`src/rtl/rf_arb_pkg.sv`:
```
// Shared types and constants for the register-file write-port arbiter.
package rf_arb_pkg;

    localparam int unsigned XLEN   = 32;
    localparam int unsigned REG_AW = 5;
    localparam int unsigned NREG   = 32;
    localparam int unsigned BCW    = $clog2(NREG + 1);

    // One pending register-file write: destination and value.
    typedef struct packed {
        logic [REG_AW-1:0] rd;
        logic [XLEN-1:0]   data;
    } rf_wr_t;

    // Owner of the write port in the current cycle.
    typedef enum logic [1:0] {
        GNT_NONE,
        GNT_WB,
        GNT_LW
    } grant_e;

    // Number of set bits in a scoreboard mask.
    function automatic logic [BCW-1:0] count_busy(input logic [NREG-1:0] mask);
        logic [BCW-1:0] n;
        n = '0;
        for (int unsigned i = 0; i < NREG; i++) begin
            n = n + BCW'(mask[i]);
        end
        return n;
    endfunction

endpackage

```
`src/rtl/regfile_wport_arbiter_if.sv`:
```
// Write-back / long-latency result / regfile write bus of the arbiter.
interface regfile_wport_arbiter_if;
    import rf_arb_pkg::*;

    logic              wb_we;
    logic [REG_AW-1:0] wb_rd;
    logic [XLEN-1:0]   wb_data;
    logic              lw_valid;
    logic [REG_AW-1:0] lw_rd;
    logic [XLEN-1:0]   lw_data;
    logic              lw_ready;
    logic              rf_we;
    logic [REG_AW-1:0] rf_rd;
    logic [XLEN-1:0]   rf_wdata;

    // Producer side: pipeline WB and LW source, observer of the regfile write.
    modport master (
        output wb_we, wb_rd, wb_data, lw_valid, lw_rd, lw_data,
        input  lw_ready, rf_we, rf_rd, rf_wdata
    );

    // Arbiter side.
    modport slave (
        input  wb_we, wb_rd, wb_data, lw_valid, lw_rd, lw_data,
        output lw_ready, rf_we, rf_rd, rf_wdata
    );

endinterface

```
`src/rtl/rf_arb_fifo.sv`:
```
// Pending long-latency result FIFO; pointers wrap modulo DEPTH.
module rf_arb_fifo
    import rf_arb_pkg::*;
#(
    parameter int unsigned DEPTH = 2
) (
    input  logic                         clk,
    input  logic                         Rst_n,
    input  logic                         push,
    input  rf_wr_t                       push_data,
    input  logic                         pop,
    output logic                         full,
    output logic                         empty,
    output rf_wr_t                       head,
    output logic [$clog2(DEPTH+1)-1:0]   count
);

    localparam int unsigned CW = $clog2(DEPTH + 1);
    localparam int unsigned PW = (DEPTH > 1) ? $clog2(DEPTH) : 1;

    rf_wr_t          mem_q [DEPTH];
    rf_wr_t          mem_d [DEPTH];
    logic [PW-1:0]   wr_ptr_q, wr_ptr_d;
    logic [PW-1:0]   rd_ptr_q, rd_ptr_d;
    logic [CW-1:0]   count_q, count_d;

    function automatic logic [PW-1:0] ptr_inc(input logic [PW-1:0] p);
        return (p == PW'(DEPTH - 1)) ? '0 : p + 1'b1;
    endfunction

    // Next storage, pointers and occupancy from push/pop.
    always_comb begin
        mem_d    = mem_q;
        wr_ptr_d = wr_ptr_q;
        rd_ptr_d = rd_ptr_q;
        count_d  = count_q;
        if (push) begin
            mem_d[wr_ptr_q] = push_data;
            wr_ptr_d        = ptr_inc(wr_ptr_q);
        end
        if (pop) begin
            rd_ptr_d = ptr_inc(rd_ptr_q);
        end
        case ({push, pop})
            2'b10:   count_d = count_q + 1'b1;
            2'b01:   count_d = count_q - 1'b1;
            default: count_d = count_q;
        endcase
    end

    // State registers.
    always_ff @(posedge clk or negedge Rst_n) begin
        if (!Rst_n) begin
            for (int unsigned i = 0; i < DEPTH; i++) begin
                mem_q[i] <= '0;
            end
            wr_ptr_q <= '0;
            rd_ptr_q <= '0;
            count_q  <= '0;
        end else begin
            mem_q    <= mem_d;
            wr_ptr_q <= wr_ptr_d;
            rd_ptr_q <= rd_ptr_d;
            count_q  <= count_d;
        end
    end

    assign full  = (count_q == CW'(DEPTH));
    assign empty = (count_q == '0);
    assign head  = mem_q[rd_ptr_q];
    assign count = count_q;

endmodule

```
`src/rtl/regfile_wport_arbiter.sv`:
```
// Single regfile write port shared between in-order WB and out-of-order LW
// results, with a busy scoreboard for decode stalls and a starvation monitor.
module regfile_wport_arbiter
    import rf_arb_pkg::*;
#(
    parameter int unsigned DEPTH        = 2,
    parameter int unsigned STARVE_LIMIT = 8
) (
    input  logic                     clk,
    input  logic                     Rst_n,
    input  logic                     mem_hold,
    regfile_wport_arbiter_if.slave   bus,
    input  logic                     iss_valid,
    input  logic [REG_AW-1:0]        iss_rd,
    input  logic [REG_AW-1:0]        chk_rs1,
    input  logic [REG_AW-1:0]        chk_rs2,
    input  logic [REG_AW-1:0]        chk_rd,
    output logic                     stall,
    output logic                     wb_bubble_req,
    output logic [NREG-1:0]          busy_mask,
    output logic                     err_waw
);

    localparam int unsigned CW = $clog2(DEPTH + 1);
    localparam int unsigned AW = $clog2(STARVE_LIMIT + 1);
    localparam logic [BCW-1:0] BUSY_CAP = BCW'(DEPTH + 2);

    grant_e          grant;
    logic            fifo_full, fifo_empty, push, pop, issue;
    rf_wr_t          fifo_head, push_data;
    logic [CW-1:0]   fifo_count;
    logic [NREG-1:0] busy_q, busy_d;
    logic [AW-1:0]   age_q, age_d;
    logic            err_q, err_d;

    rf_arb_fifo #(.DEPTH(DEPTH)) u_fifo (
        .clk       (clk),
        .Rst_n     (Rst_n),
        .push      (push),
        .push_data (push_data),
        .pop       (pop),
        .full      (fifo_full),
        .empty     (fifo_empty),
        .head      (fifo_head),
        .count     (fifo_count)
    );

    // Port grant, regfile write mux, LW handshake and decode stall.
    always_comb begin
        grant = GNT_NONE;
        if (bus.wb_we && (bus.wb_rd != '0)) begin
            grant = GNT_WB;
        end else if (!fifo_empty) begin
            grant = GNT_LW;
        end
        bus.rf_we    = (grant != GNT_NONE);
        bus.rf_rd    = '0;
        bus.rf_wdata = '0;
        if (grant == GNT_WB) begin
            bus.rf_rd    = bus.wb_rd;
            bus.rf_wdata = bus.wb_data;
        end else if (grant == GNT_LW) begin
            bus.rf_rd    = fifo_head.rd;
            bus.rf_wdata = fifo_head.data;
        end
        bus.lw_ready   = (fifo_count < CW'(DEPTH));
        // x0 results are acknowledged but never occupy an entry.
        push           = bus.lw_valid && !fifo_full && (bus.lw_rd != '0);
        push_data.rd   = bus.lw_rd;
        push_data.data = bus.lw_data;
        pop            = (grant == GNT_LW) && !mem_hold;
        stall = busy_q[chk_rs1] || busy_q[chk_rs2] || busy_q[chk_rd]
             || (iss_valid && (count_busy(busy_q) >= BUSY_CAP));
        issue = iss_valid && !stall && (iss_rd != '0);
    end

    // Scoreboard, starvation age and sticky WAW error next state.
    always_comb begin
        busy_d = busy_q;
        if (pop) begin
            busy_d[fifo_head.rd] = 1'b0;
        end
        // Applied after the clear so a same-register set wins.
        if (issue) begin
            busy_d[iss_rd] = 1'b1;
        end
        busy_d[0] = 1'b0;

        age_d = age_q;
        if (fifo_empty || pop) begin
            age_d = '0;
        end else if (!mem_hold && (age_q != AW'(STARVE_LIMIT))) begin
            age_d = age_q + 1'b1;
        end

        err_d = err_q || ((grant == GNT_WB) && !mem_hold && busy_q[bus.wb_rd]);
    end

    // State registers.
    always_ff @(posedge clk or negedge Rst_n) begin
        if (!Rst_n) begin
            busy_q <= '0;
            age_q  <= '0;
            err_q  <= 1'b0;
        end else begin
            busy_q <= busy_d;
            age_q  <= age_d;
            err_q  <= err_d;
        end
    end

    assign busy_mask     = busy_q;
    assign wb_bubble_req = (age_q >= AW'(STARVE_LIMIT));
    assign err_waw       = err_q;

endmodule

```
`src/flat_wrapper.sv`:
```
// flat-port wrapper written by rule: the top's interface ports become plain ports
module regfile_wport_arbiter_flat import rf_arb_pkg::*;
#(
    parameter int unsigned DEPTH        = 2,
    parameter int unsigned STARVE_LIMIT = 8
)
  (clk, Rst_n, mem_hold, iss_valid, iss_rd, chk_rs1, chk_rs2, chk_rd, stall, wb_bubble_req, busy_mask, err_waw, bus_wb_we, bus_wb_rd, bus_wb_data, bus_lw_valid, bus_lw_rd, bus_lw_data, bus_lw_ready, bus_rf_we, bus_rf_rd, bus_rf_wdata);
  regfile_wport_arbiter_if bus_i ();
  input  logic clk;
  input  logic Rst_n;
  input  logic mem_hold;
  input  logic iss_valid;
  input  logic [REG_AW-1:0] iss_rd;
  input  logic [REG_AW-1:0] chk_rs1;
  input  logic [REG_AW-1:0] chk_rs2;
  input  logic [REG_AW-1:0] chk_rd;
  output logic stall;
  output logic wb_bubble_req;
  output logic [NREG-1:0] busy_mask;
  output logic err_waw;
  input wire logic [$bits(bus_i.wb_we)-1:0] bus_wb_we;
  input wire logic [$bits(bus_i.wb_rd)-1:0] bus_wb_rd;
  input wire logic [$bits(bus_i.wb_data)-1:0] bus_wb_data;
  input wire logic [$bits(bus_i.lw_valid)-1:0] bus_lw_valid;
  input wire logic [$bits(bus_i.lw_rd)-1:0] bus_lw_rd;
  input wire logic [$bits(bus_i.lw_data)-1:0] bus_lw_data;
  output wire logic [$bits(bus_i.lw_ready)-1:0] bus_lw_ready;
  output wire logic [$bits(bus_i.rf_we)-1:0] bus_rf_we;
  output wire logic [$bits(bus_i.rf_rd)-1:0] bus_rf_rd;
  output wire logic [$bits(bus_i.rf_wdata)-1:0] bus_rf_wdata;
  assign bus_i.wb_we = bus_wb_we;
  assign bus_i.wb_rd = bus_wb_rd;
  assign bus_i.wb_data = bus_wb_data;
  assign bus_i.lw_valid = bus_lw_valid;
  assign bus_i.lw_rd = bus_lw_rd;
  assign bus_i.lw_data = bus_lw_data;
  assign bus_lw_ready = bus_i.lw_ready;
  assign bus_rf_we = bus_i.rf_we;
  assign bus_rf_rd = bus_i.rf_rd;
  assign bus_rf_wdata = bus_i.rf_wdata;
  regfile_wport_arbiter #(.DEPTH(DEPTH), .STARVE_LIMIT(STARVE_LIMIT)) u_core (.clk(clk), .Rst_n(Rst_n), .mem_hold(mem_hold), .bus(bus_i), .iss_valid(iss_valid), .iss_rd(iss_rd), .chk_rs1(chk_rs1), .chk_rs2(chk_rs2), .chk_rd(chk_rd), .stall(stall), .wb_bubble_req(wb_bubble_req), .busy_mask(busy_mask), .err_waw(err_waw));
endmodule
```
`config.mk`:
```
export PLATFORM = sky130hd
export DESIGN_NAME = regfile_wport_arbiter_flat
export DESIGN_NICKNAME = d
export VERILOG_FILES = /design/src/rtl/rf_arb_pkg.sv /design/src/rtl/regfile_wport_arbiter_if.sv /design/src/rtl/rf_arb_fifo.sv /design/src/rtl/regfile_wport_arbiter.sv /design/src/flat_wrapper.sv
export SDC_FILE = /design/constraint.sdc
export NUM_CORES = 1
export LEC_CHECK = 0
export BUFFER_PORTS_ARGS = -buffer_cell sky130_fd_sc_hd__buf_2
export CAP_MARGIN = 40
export CORE_UTILIZATION = 29
export CTS_BUF_LIST = sky130_fd_sc_hd__clkbuf_16
export CTS_CLUSTER_DIAMETER = 200
export DETAILED_ROUTE_END_ITERATION = 10
export GPL_ROUTABILITY_DRIVEN = 0
export GPL_TIMING_DRIVEN = 0
export PLACE_DENSITY = 0.55
export SLEW_MARGIN = 20
export SYNTH_ARGS = -nofsm -noshare
export SYNTH_HDL_FRONTEND = slang
export SYNTH_SLANG_ARGS = --single-unit
```
`constraint.sdc`:
```
create_clock -name clk -period 14.8 [get_ports clk]
set_clock_uncertainty 0.1 [all_clocks]
set_input_delay 0.74 -clock clk [delete_from_list [all_inputs] [get_ports clk]]
set_output_delay 0.74 -clock clk [all_outputs]
set_load 0.05 [all_outputs]
```
### Yosys cells after proc, flatten, opt, wreduce, memory -nomap -nowiden

Index checks and enable logic that the tools add are counted.

| storage, ports and cells | value |
|---|---|
| register bits | 114 |
| bits of input ports | 100 |
| output and inout port bits | 74 |
| word-level logic and storage cells | 129 |

| cells by class | value |
|---|---|
| add/sub/neg operators | 35 |
| $lt $le $gt $ge | 14 |
| equal/unequal tests | 6 |
| muxes and demuxes | 31 |
| bitwise operators | 5 |
| reduce and logical (&&, ||, !) cells | 28 |

Operators by type and width:

| kind | number |
|---|---|
| adder 6 x 1 -> 6 bit | 29 |
| 2-to-1 mux 37 bit | 4 |
| 2-to-1 mux 32 bit | 4 |
| bitwise mux 74 bit | 1 |
| demux 37 bit (select 1 bit) | 1 |
| < comparator 5 x 6 -> 1 bit (second input constant) | 6 |
| AND 32 bit | 1 |
| NOT 32 bit | 1 |
| OR 32 bit | 1 |
| binary-select mux 1 bit (select 5 bit) | 4 |
| nonzero test 5 bit | 3 |
| logical AND 1 bit | 13 |
| demux 1 bit (select 5 bit) | 2 |
| greater-or-equal comparator 5 x 1 -> 1 bit (second input constant) | 2 |
| 2-to-1 mux 5 bit | 2 |
| 2-to-1 mux 1 bit | 8 |
| 2-to-1 mux 4 bit | 2 |
| == test 2 bit (second input constant) | 3 |
| greater-or-equal comparator 6 x 3 -> 1 bit (second input constant) | 1 |
| nonzero test 2 bit | 3 |
| logical OR 1 bit | 5 |
| adder 4 x 1 -> 4 bit (second input constant) | 1 |
| == test 2 x 1 -> 1 bit (second input constant) | 2 |
| greater-or-equal comparator 2 bit (second input constant) | 2 |
| 13 further kinds | 18 |

### Longest topological paths before layout

Gate-level depths: netlist of the first run.

| logic depth | value |
|---|---|
| word-level depth | 37 |
| gate-level depth with buffers | 20 |
| depth with buffers taken out | 19 |

### Cells and area by module

From an unflattened synthesis of the first run, not the netlist that was laid out.

| second synthesis, totals | value |
|---|---|
| cells, all modules | 766 |
| area total of the unflattened synthesis | 7983.9 um^2 |

Modules (own cells, without submodules):

| module | instances | cells each | area each (um^2) | sequential area each (um^2) |
|---|---|---|---|---|
| regfile_wport_arbiter | 1 | 555 | 4584.4 | 900.9 |
| rf_arb_fifo | 1 | 211 | 3399.5 | 1951.9 |

### Worst setup path after synthesis of the first run

No wires, ideal clock.

| path | value |
|---|---|
| path kind | flip-flop to output port |
| from | reg u_core.busy_q[2] (netlist: u_core.busy_mask[2]) |
| to | out stall |
| arrival | 5844 ps |
| required time | 13960 ps |
| setup slack | 8116 ps |
| cell stages (with the launch flop) | 18 |
| path buffers | 1 |
| path through | dfrtp_1 > ha_1 > inv_1 > fa_1 > fa_1 > fa_1 > fa_1 > fa_1 > fa_1 > inv_1 > ha_1 > fa_1 > and3_1 > o21ai_0 > a221oi_2 > o211ai_1 > clkbuf_1 > or2_1 |

| on the way | value |
|---|---|
| longest elaborated chain between the ends | 33 |
| elaborated cells between the ends (all ways) | 41 |
| those cells by class | add/sub (30); order compare (1); mux (6); reduce/logical (4) |

Ends and longest elaborated chain:

| item | RTL line | source |
|---|---|---|
| from (decl) | regfile_wport_arbiter.sv:32 | `logic [NREG-1:0] busy_q, busy_d;` |
| from (signal assigned) | regfile_wport_arbiter.sv:106 | `busy_q <= busy_d;` |
| adder 1 x 1 -> 2 bit | rf_arb_pkg.sv:27 | `n = n + BCW'(mask[i]);` |
| adder 6 x 1 -> 6 bit (29 in a row) | rf_arb_pkg.sv:27 |  |
| greater-or-equal comparator 6 x 3 -> 1 bit | regfile_wport_arbiter.sv:73 | `\|\| (iss_valid && (count_busy(busy_q) >= BUSY_CAP));` |
| logical AND 1 bit | regfile_wport_arbiter.sv:73 |  |
| logical OR 1 bit * | regfile_wport_arbiter.sv:73 |  |
| to (decl) | flat_wrapper.sv:17 | `output logic stall;` |

Every way passes the cells marked *; elsewhere a longest branch is shown, timed or not. The select of a mux whose other input is x is not followed.

### Worst setup path after layout of the first run

| path | value |
|---|---|
| from | reg u_core.busy_q[1] (netlist: u_core.busy_mask[1]) |
| to | out stall |

The elaborated chain is that of the path after synthesis.

==> results of run 1 <==
-- cell usage after synthesis, types with 3 or more instances --
| master | n |
|---|---|
| a2111oi_0 | 3 |
| a21oi_1 | 4 |
| buf_1 | 4 |
| buf_2 | 10 |
| buf_6 | 6 |
| clkbuf_1 | 23 |
| dfrtp_1 | 114 |
| fa_1 | 23 |
| ha_1 | 12 |
| inv_1 | 61 |
| mux2_2 | 86 |
| mux2i_1 | 44 |
| mux4_1 | 4 |
| mux4_2 | 21 |
| nand2_1 | 56 |
| nand2b_1 | 4 |
| nand3_1 | 7 |
| nand3b_1 | 7 |
| nor2_1 | 12 |
| nor2b_1 | 3 |
| o21ai_0 | 31 |
| o22ai_1 | 3 |
| o31ai_1 | 41 |
| o41ai_1 | 31 |
| or3b_2 | 3 |
| xnor2_1 | 5 |
-- sequential cells by signal, indices dropped and copies added (netlist names) --
name and count:
u_core.age_q 4, u_core.busy_mask 31, u_core.err_waw 1, u_core.u_fifo.count 2, u_core.u_fifo.mem_q 74, u_core.u_fifo.rd_ptr_q 1, u_core.u_fifo.wr_ptr_q 1
-- per-stage QoR --
| step | worst slack (ps) | hold WS [ps] | std cells |
|---|---|---|---|
| global route | 7090 | 219 | 1182 |
| floorplan | 8120 | 344 | 657 |
| detailed placement | 7730 | 356 | 1150 |
| CTS | 7260 | 197 | 1182 |
| global placement | 7740 | 353 | 1149 |
| finish | 7350 | 187 | 1186 |
-- area by class of cell --
class,count,area (um2),share of cell area (%)
buffer,44,226,2.42
sequential,114,2850,30.5
timing repair buffer,163,845,9.03
clock buffer,17,425,4.55
multi-input combinational,437,4170,44.5
clock inverter,15,184,1.97
inverter,62,233,2.49
tap,330,413,4.41
antenna,4,10.0,0.107
-- per-layer routing --
metal / part of all wire (%) / vias up / wire, um
li1: - / 2800 / -
met1: 44 / 3019 / 9770
met2: 47 / 269 / 10400
met3: 8.6 / 24 / 1930
met4: 1.0 / 2 / 229
met5: 0.058 / - / 13
-- worst max path at each step --
stage / endpoint / slack (ps)
after floorplan: stall / 8120
final: stall / 7350
after global placement: stall / 7740
after CTS: stall / 7260
after global routing: stall / 7090
after detailed placement: stall / 7730
-- kinds of logic after synthesis --
kind of cell | Yosys count | share of synthesized area [%]
and+or+nand+nor | 107 | 7.16
buffers and inverters | 106 | 6.14
muxes | 157 | 26.9
xor gates and xnor gates | 7 | 0.820
adders and majority gates | 35 | 8.16
other | 1 | 0.0501
DFF | 114 | 38.1
AOI/OAI and AO/OA | 130 | 12.6
==> results.json, run 1 <==
{
  "synth_nets": 792,
  "drtIter0Drc": 538,
  "antenna_left": 0,
  "ys.flop_type": "dfrtp_1",
  "max_freq_mhz": 134,
  "grt_pass1_vias": 6152,
  "yosysTopAreaCellShare_pct": 38.1,
  "path_clk_slew_ps": 60,
  "status": "completed",
  "vias": 6114,
  "ys_warn_count": 0,
  "mostFrequentLayoutCell": "buf_2",
  "synth_cells": 657,
  "cp_max_fo": 10,
  "yosysUniqueCellTypes": 56,
  "grt-ovfl-total": 0,
  "r2r-end": "u_core.busy_mask[13]",
  "fin_nets": 974,
  "use_met2_pct": 28.1,
  "cts_resized": 0,
  "grt_usage_pct": 17.3,
  "synth_area_mm2": 0.00748,
  "synth-edff-count": 0,
  "min_path_type": "in2async",
  "cp.depth": 18,
  "io_buffers": 162,
  "cp_slowest_cell": "fa_1",
  "cp-startpoint": "u_core.busy_mask[1]",
  "cp_slowest_stage_delay_ps": 580,
  "slew_headroom_pct": 46.8,
  "use_met3_pct": 4.91,
  "gr-usage-met1_pct": 22.6,
  "synth_top_area_cell": "dfrtp_1",
  "die_y_um": 163,
  "final_core_util_pct": 37.0,
  "fin_area_mm2": 0.00936,
  "clk-insertion-delay-late_ps": 410,
  "r2r_start": "u_core.busy_mask[1]",
  "antenna_found_initial": 4,
  "crit_chain": "ha_1 -> inv_1 -> fa_1 -> fa_1 -> fa_1 -> fa_1 -> fa_1 -> fa_1 -> inv_1 -> ha_1 -> fa_1 -> and3_1 -> o21ai_0 -> a221oi_2 -> o211ai_1 -> clkbuf_1 -> or2_1 -> buf_2",
  "drt_first_pass_iters": 5,
  "cap_violations": 0,
  "grt_max_degree": 60,
  "die_w_um": 163,
  "cts-root-buf": "clkbuf_16",
  "post_cts_buffers": 0,
  "cp.required_ps": 13960,
  "synth-async-reset-ratio_pct": 100,
  "num_rows": 58,
  "crit_family": "adder cells",
  "hold_violations": 0,
  "period_needed_ps": 7450,
  "fillers": 2520,
  "die-area_mm2": 0.0264,
  "drive_above_1_share_pct": 38.5,
  "fin_crit_sh_pct": 50.4,
  "cts_tree": "yes",
  "synthTopCellsByArea": "dfrtp_1, mux2_2, mux4_2, fa_1, mux2i_1",
  "cts_buffers": 17,
  "critPathArrivalTime_ps": 6610,
  "htree_levels": 4,
  "path_common_cell": "fa_1",
  "cts.path.max_buffers": 2,
  "worst_setup_path_end_kind": "output pin",
  "rsz0062_at_grt": "no",
  "drt_wl_total_um": 22400,
  "dpl_cell_area_mm2": 0.00874,
  "drc": 0,
  "start_kind": "register",
  "gr-max-usage-layer": "met2",
  "wl_per_cell_um": 18.8,
  "ioPinCount": 174,
  "yosysSeqAreaShare_pct": 38.1,
  "grt_pass1_wl_um": 34800,
  "worst_pin_slew_ps": 798,
  "setup-violations-final": 0,
  "hpwl_um": 16900,
  "hold_buffers": 0,
  "numClockSinks": 114,
  "path_buf_inv": 4,
  "ff2ff_setup_slack_ps": 8420,
  "rr_worst_depth": 19,
  "tns_ps": 0,
  "area_growth_pct": 25.1,
  "drv_slew": 0,
  "start_util_pct": 29.6,
  "synth-seq-cells": 114,
  "avgSynthCellArea_um2": 11.4,
  "worstSetupPathType": "reg2out",
  "most-common-layout-cells": "buf_2, dfrtp_1, mux2_2",
  "core_area_mm2": 0.0253,
  "viasPerCell": 5.16
}
Power of run 1 is not shown: default switching activity piles up to over one toggle a cycle in this logic, so the estimate is an artifact.
==> inputs of run 2 (changes only) <==
--- a/config.mk
+++ b/config.mk
@@ -5,6 +5,7 @@
 export SDC_FILE = /design/constraint.sdc
 export NUM_CORES = 1
 export LEC_CHECK = 0
+export ABC_AREA = 1
 export BUFFER_PORTS_ARGS = -buffer_cell sky130_fd_sc_hd__buf_2
 export CAP_MARGIN = 40
 export CORE_UTILIZATION = 29
@@ -13,7 +14,7 @@
 export DETAILED_ROUTE_END_ITERATION = 10
 export GPL_ROUTABILITY_DRIVEN = 0
 export GPL_TIMING_DRIVEN = 0
-export PLACE_DENSITY = 0.55
+export PLACE_DENSITY = 0.57
 export SLEW_MARGIN = 20
 export SYNTH_ARGS = -nofsm -noshare
 export SYNTH_HDL_FRONTEND = slang
==> constraint.sdc (replaced) <==
create_clock -name clk -period 6.4 [get_ports clk]
set_clock_uncertainty 0.1 [all_clocks]
set_input_delay 0.32 -clock clk [delete_from_list [all_inputs] [get_ports clk]]
set_output_delay 0.32 -clock clk [all_outputs]
set_load 0.05 [all_outputs]
==> results.json, run 2 <==
{
  "status": "complete, but fails checks",
  "violations": "DRC",
  "cap_violations": 0,
  "drv_slew": 0,
  "ioPinCount": 174,
  "cp.required_ps": 5980,
  "antenna_left": 0,
  "die_y_um": 166,
  "core_area_mm2": 0.0262,
  "antenna_found_initial": 1,
  "synth-seq-cells": 114,
  "critPathArrivalTime_ps": 5720,
  "numClockSinks": 114,
  "drtIter0Drc": 683,
  "use_met2_pct": 30.9,
  "p_sw_share_pct": 51.6,
  "ys_warn_count": 0,
  "pwr-share-comb_pct": 62.5,
  "clk-insertion-delay-late_ps": 420,
  "setup-violations-final": 0,
  "synthTopCellsByArea": "dfrtp_1, nand2_1, inv_1, o21ai_0, nand3_1",
  "die_w_um": 166,
  "synth_top_area_cell": "dfrtp_1",
  "drt_first_pass_iters": 9,
  "drt_wl_total_um": 26300,
  "antennaDiodeCount": 0,
  "p_seq_share_pct": 21.6,
  "synth_area_mm2": 0.00780,
  "post-synth-top-count-cell": "nand2_1",
  "vias": 8114,
  "synth_cells": 1109,
  "gr-max-usage-layer": "met2",
  "peakVddDrop_v": 0.000318,
  "period_needed_ps": 6140,
  "gr-usage-met1_pct": 26.5,
  "max_freq_mhz": 163,
  "yosysSeqAreaShare_pct": 36.6,
  "start_util_pct": 29.8,
  "viasPerCell": 4.91,
  "pwr-share-clk_pct": 15.8,
  "slew_headroom_pct": 59.6,
  "power.switching_mw": 2.98,
  "num_rows": 59,
  "cts_tree": "yes",
  "cts_buffers": 17,
  "hpwl_um": 19700,
  "most-common-layout-cells": "nand2_1, buf_2, inv_1",
  "power_mw": 5.77,
  "yosysTopAreaCellShare_pct": 36.6,
  "ys.flop_type": "dfrtp_1",
  "grt_pass1_wl_um": 41900,
  "cellLeakagePower_nw": 5.23,
  "tns_ps": 0,
  "grt_usage_pct": 19.5,
  "io_buffers": 166,
  "largest_reg_flops": 74,
  "grt_pass1_vias": 7636,
  "synth-edff-count": 0,
  "htree_levels": 4,
  "fin_nets": 1438,
  "rsz0062_at_grt": "no",
  "intPower_mw": 2.80,
  "hold_violations": 0,
  "fin_crit_sh_pct": 95.9,
  "wl_per_cell_um": 15.9,
  "min_path_type": "in2reg",
  "cp_max_fo": 9,
  "cts-root-buf": "clkbuf_16",
  "grt-ovfl-total": 0,
  "use_met3_pct": 2.91,
  "path_clk_slew_ps": 60,
  "cts.path.max_buffers": 2,
  "mostFrequentLayoutCell": "nand2_1",
  "powerDensity_mw_per_mm2": 593,
  "avgSynthCellArea_um2": 7.04,
  "yosysUniqueCellTypes": 36,
  "worst_pin_slew_ps": 606,
  "synth-async-reset-ratio_pct": 100,
  "worstSetupPathType": "reg2out",
  "ys_top_cells_by_count": "nand2_1, inv_1, dfrtp_1, o21ai_0, nand3_1",
  "start_kind": "register",
  "regMostFlops": "u_core.u_fifo.mem_q",
  "drive_above_1_share_pct": 20.5,
  "grt_max_degree": 78,
  "drc": 7,
  "area_growth_pct": 24.7,
  "worst_setup_path_end_kind": "output pin",
  "die-area_mm2": 0.0276,
  "synth_nets": 1244
}
-- run 2: cell types whose count changed after synthesis, moves of 40 or more --
cell | before | now
inv_1 | 61 | 159
mux2i_1 | 44 | 0
nand3_1 | 7 | 102
o21ai_0 | 31 | 104
mux2_2 | 86 | 0
nand2_1 | 56 | 302
o21ai_1 | 0 | 88
o31ai_1 | 41 | 1
-- run 2: logic make-up (layout without fill, tap and decap cells) --
group	Yosys count	count (layout)	synth area share [%]
fa+ha+maj	35	35	7.82
xor+xnor	4	4	0.449
flops	114	114	36.6
other cells	1	1	0.0481
buf+inv	229	436	12.7
simple gates	501	501	27.5
compound gates	225	225	15.0
-- run 2: power by group through the flow --
stage	logic [mW]	clock network (mW)	registers, mW
6_report	3.61	0.914	1.25
5_1_grt	4.09	0.963	1.29
4_1_cts	3.53	0.927	1.24
3_5_place_dp	3.48	0	1.25
3_3_place_gp	3.42	0	1.24
2_1_floorplan	2.51	0	1.35
-- run 2: through the flow --
step                cells  hold WS [ps]  worst slack [ps]  utilization [%]  area (um2)
floorplan            1109         -75.6               434                -        7800
global placement     1610           362               351             34.5        9050
detailed placement   1611           153               286             34.7        9090
CTS                  1645          47.2              23.3             36.9        9680
global route         1651          64.6              9.35             37.1        9730
finish               1651          56.3               264             37.1        9730
-- run 2: cell type report --
| type | instances | area (um2) |
|---|---|---|
| tap | 335 | 419 |
| buffer | 59 | 347 |
| clock buffer | 17 | 425 |
| sequential | 114 | 2860 |
| clock inverter | 15 | 144 |
| fill | 2836 | 16500 |
| timing repair buffer | 175 | 930 |
| inverter | 170 | 642 |
| multi-input combinational | 766 | 3970 |
-- run 2: path summary, 6_finish.rpt --
check,cells past startpoint,from,slack [ps],end
max reg2reg,20,u_core.busy_mask[7],800,u_core.busy_mask[21]
min,3,bus_lw_data[19],60,u_core.u_fifo.mem_q[56]
max,18,u_core.busy_mask[7],260,stall
min in group asynchronous,2,Rst_n,280,u_core.age_q[3]
min reg2reg,2,u_core.u_fifo.mem_q[13],380,u_core.u_fifo.mem_q[13]
max in group asynchronous,3,Rst_n,5180,u_core.busy_mask[19]
-- run 2: metal layers --
metal  part of all wire, %  wire (um)
met1                    45      11800
met2                    46      12100
met3                   6.0       1590
met4                   3.1        820
met5                 0.049         13
-- run 2: what timing repair did --
action | in CTS | in global routing
endpoints found under the setup margin | 1 | 1
hold endpoints to repair | 37 | 0
gates cloned | 0 | 0
setup buffers | 1 | 6
pin swaps | 1 | 8
hold buffers | 1 | 0
resized for setup | 3 | 9
-- run 2: critical path, cell delays in order, from the launching register on --
cell	delay, ps
dfrtp_1	450
inv_1	160
fa_1	610
fa_1	460
fa_1	520
fa_1	440
fa_1	480
fa_1	490
inv_1	40
ha_1	200
fa_1	360
inv_1	80
nor2_1	50
o31ai_2	280
nand2_2	130
nor2_8	150
buf_6	150
nand2_1	60
buf_4	190
Note: power is estimated with default switching activity, not from simulation.
==> inputs of run 3 (changes only) <==
--- a/config.mk
+++ b/config.mk
@@ -8,6 +8,7 @@
 export ABC_AREA = 1
 export BUFFER_PORTS_ARGS = -buffer_cell sky130_fd_sc_hd__buf_2
 export CAP_MARGIN = 40
+export CORE_ASPECT_RATIO = 0.6
 export CORE_UTILIZATION = 29
 export CTS_BUF_LIST = sky130_fd_sc_hd__clkbuf_16
 export CTS_CLUSTER_DIAMETER = 200
==> results.json, run 3 (synthesized netlist as in run 2, its figures left out) <==
{
  "die-area_mm2": 0.0276,
  "start_kind": "register",
  "fin_nets": 1436,
  "drt_wl_total_um": 28300,
  "power_mw": 5.85,
  "drc": 0,
  "holdWs_ps": 68.1,
  "antenna_left": 0,
  "drt_first_pass_iters": 6,
  "hpwl_um": 21900,
  "dp.cells": 1636,
  "numClockSinks": 114,
  "status": "completed",
  "dp_slack_ps": 361,
  "cap_violations": 0,
  "num_rows": 46,
  "rsz0062_at_grt": "no",
  "max_freq_mhz": 164,
  "min_path_type": "in2reg",
  "mostFrequentLayoutCell": "nand2_1",
  "slew_headroom_pct": 55.0,
  "grt_pass1_wl_um": 43000,
  "cp_max_fo": 5,
  "fillers": 2853,
  "drtIter0Drc": 1035,
  "cellLeakagePower_nw": 5.26,
  "drive_above_1_share_pct": 20.4,
  "cts_tree": "yes",
  "area_growth_pct": 25.7,
  "start_util_pct": 29.5,
  "worst_pin_slew_ps": 671,
  "regMostFlops": "u_core.u_fifo.mem_q",
  "cts.path.max_buffers": 2,
  "die_y_um": 129,
  "period_needed_ps": 6100,
  "grt_max_degree": 69,
  "powerDensity_mw_per_mm2": 596,
  "final_cells": 1674,
  "wl_per_cell_um": 16.9,
  "hold_violations": 0,
  "ioPinCount": 174,
  "viasPerCell": 4.85,
  "cp.required_ps": 5980,
  "fin_crit_sh_pct": 95.4,
  "cts-root-buf": "clkbuf_16",
  "largest_reg_flops": 74,
  "antennaDiodeCount": 0,
  "vias": 8117,
  "path_clk_slew_ps": 60,
  "worst_setup_path_end_kind": "output pin",
  "core_area_mm2": 0.0264,
  "setup-violations-final": 0,
  "die_w_um": 214,
  "critPathArrivalTime_ps": 5680,
  "clk-insertion-delay-late_ps": 410,
  "htree_levels": 4,
  "tns_ps": 0,
  "grt_usage_pct": 20.9,
  "most-common-layout-cells": "nand2_1, buf_2, inv_1",
  "worstSetupPathType": "reg2out",
  "peakVddDrop_v": 0.000467,
  "io_buffers": 166,
  "fin_ws_ps": 295,
  "drv_slew": 0,
  "cts_buffers": 17,
  "grt-ovfl-total": 0,
  "antenna_found_initial": 0,
  "grt_pass1_vias": 7208
}
==> run 3: cell types whose count changed in the layout (fill, tap and decap cells not counted) <==
cell,previous run,this run
inv_1,156,159
inv_6,1,0
clkinv_1,4,1
buf_4,12,10
clkinv_4,5,1
inv_2,13,10
clkinv_2,2,6
clkinvlp_4,1,2
bufinv_16,2,5
==> run 3: what timing repair did <==
item,CTS,global route
hold buffers,1,0
resized for setup,3,7
pin swaps,0,5
setup buffers,1,4
endpoints found under the hold margin,46,0
endpoints found under the setup margin,1,1
==> run 3: area by class of cell <==
cell class / count / area, um2 / area share [%]
inverter: 170 / 649 / 6.62
multi-input combinational: 766 / 3970 / 40.4
buffer: 59 / 347 / 3.53
clock inverter: 15 / 199 / 2.03
tap: 360 / 450 / 4.59
clock buffer: 17 / 425 / 4.34
timing repair buffer: 173 / 915 / 9.32
sequential: 114 / 2860 / 29.1
==> run 3: routing by layer <==
metal	GRT usage, %	part of all wire [%]	vias to the layer above
met5	0	0	-
met4	4.66	1.2	0
met3	6.08	9.5	29
met2	26.8	39	337
met1	33.3	50	3811
li1	-	-	3940
==> run 3: power breakdown <==
group / leakage [nW] / switching, mW / total, mW / internal (mW)
Clock: 0.321 / 0.345 / 1.03 / 0.682
Combinational: 3.50 / 2.42 / 3.58 / 1.16
Sequential: 1.44 / 0.222 / 1.24 / 1.02
==> run 3: path summary, 6_finish.rpt <==
| path | from | slack (ps) | endpoint | cells after the start |
|---|---|---|---|---|
| setup / recovery | u_core.busy_mask[2] | 300 | stall | 19 |
| hold / removal | bus_lw_data[14] | 70 | u_core.u_fifo.mem_q[51] | 3 |
| setup reg to reg | u_core.busy_mask[2] | 780 | u_core.busy_mask[30] | 20 |
| hold reg to reg | u_core.u_fifo.mem_q[42] | 380 | u_core.u_fifo.mem_q[42] | 2 |
| max in group asynchronous | Rst_n | 5140 | u_core.u_fifo.wr_ptr_q | 3 |
| min in group asynchronous | Rst_n | 320 | u_core.u_fifo.mem_q[10] | 2 |
==> run 3: worst max-delay path, stage by stage, from the launching register on <==
cell	delay, ps
dfrtp_2	420
ha_1	280
inv_1	50
fa_1	490
fa_1	440
fa_1	530
fa_1	440
fa_1	480
fa_1	490
inv_1	40
ha_1	210
fa_1	360
inv_1	80
nor2_1	50
o31ai_2	230
nand2_2	120
nor2_8	150
buf_6	130
nand2_1	70
buf_4	190
==> run 3: stage by stage <==
stage | utilization (%) | instance area [um2]
CTS | 37.0 | 9770
detailed placement | 34.5 | 9120
global route | 37.1 | 9810
global placement | 34.4 | 9080
floorplan | - | 7800
finish | 37.1 | 9810
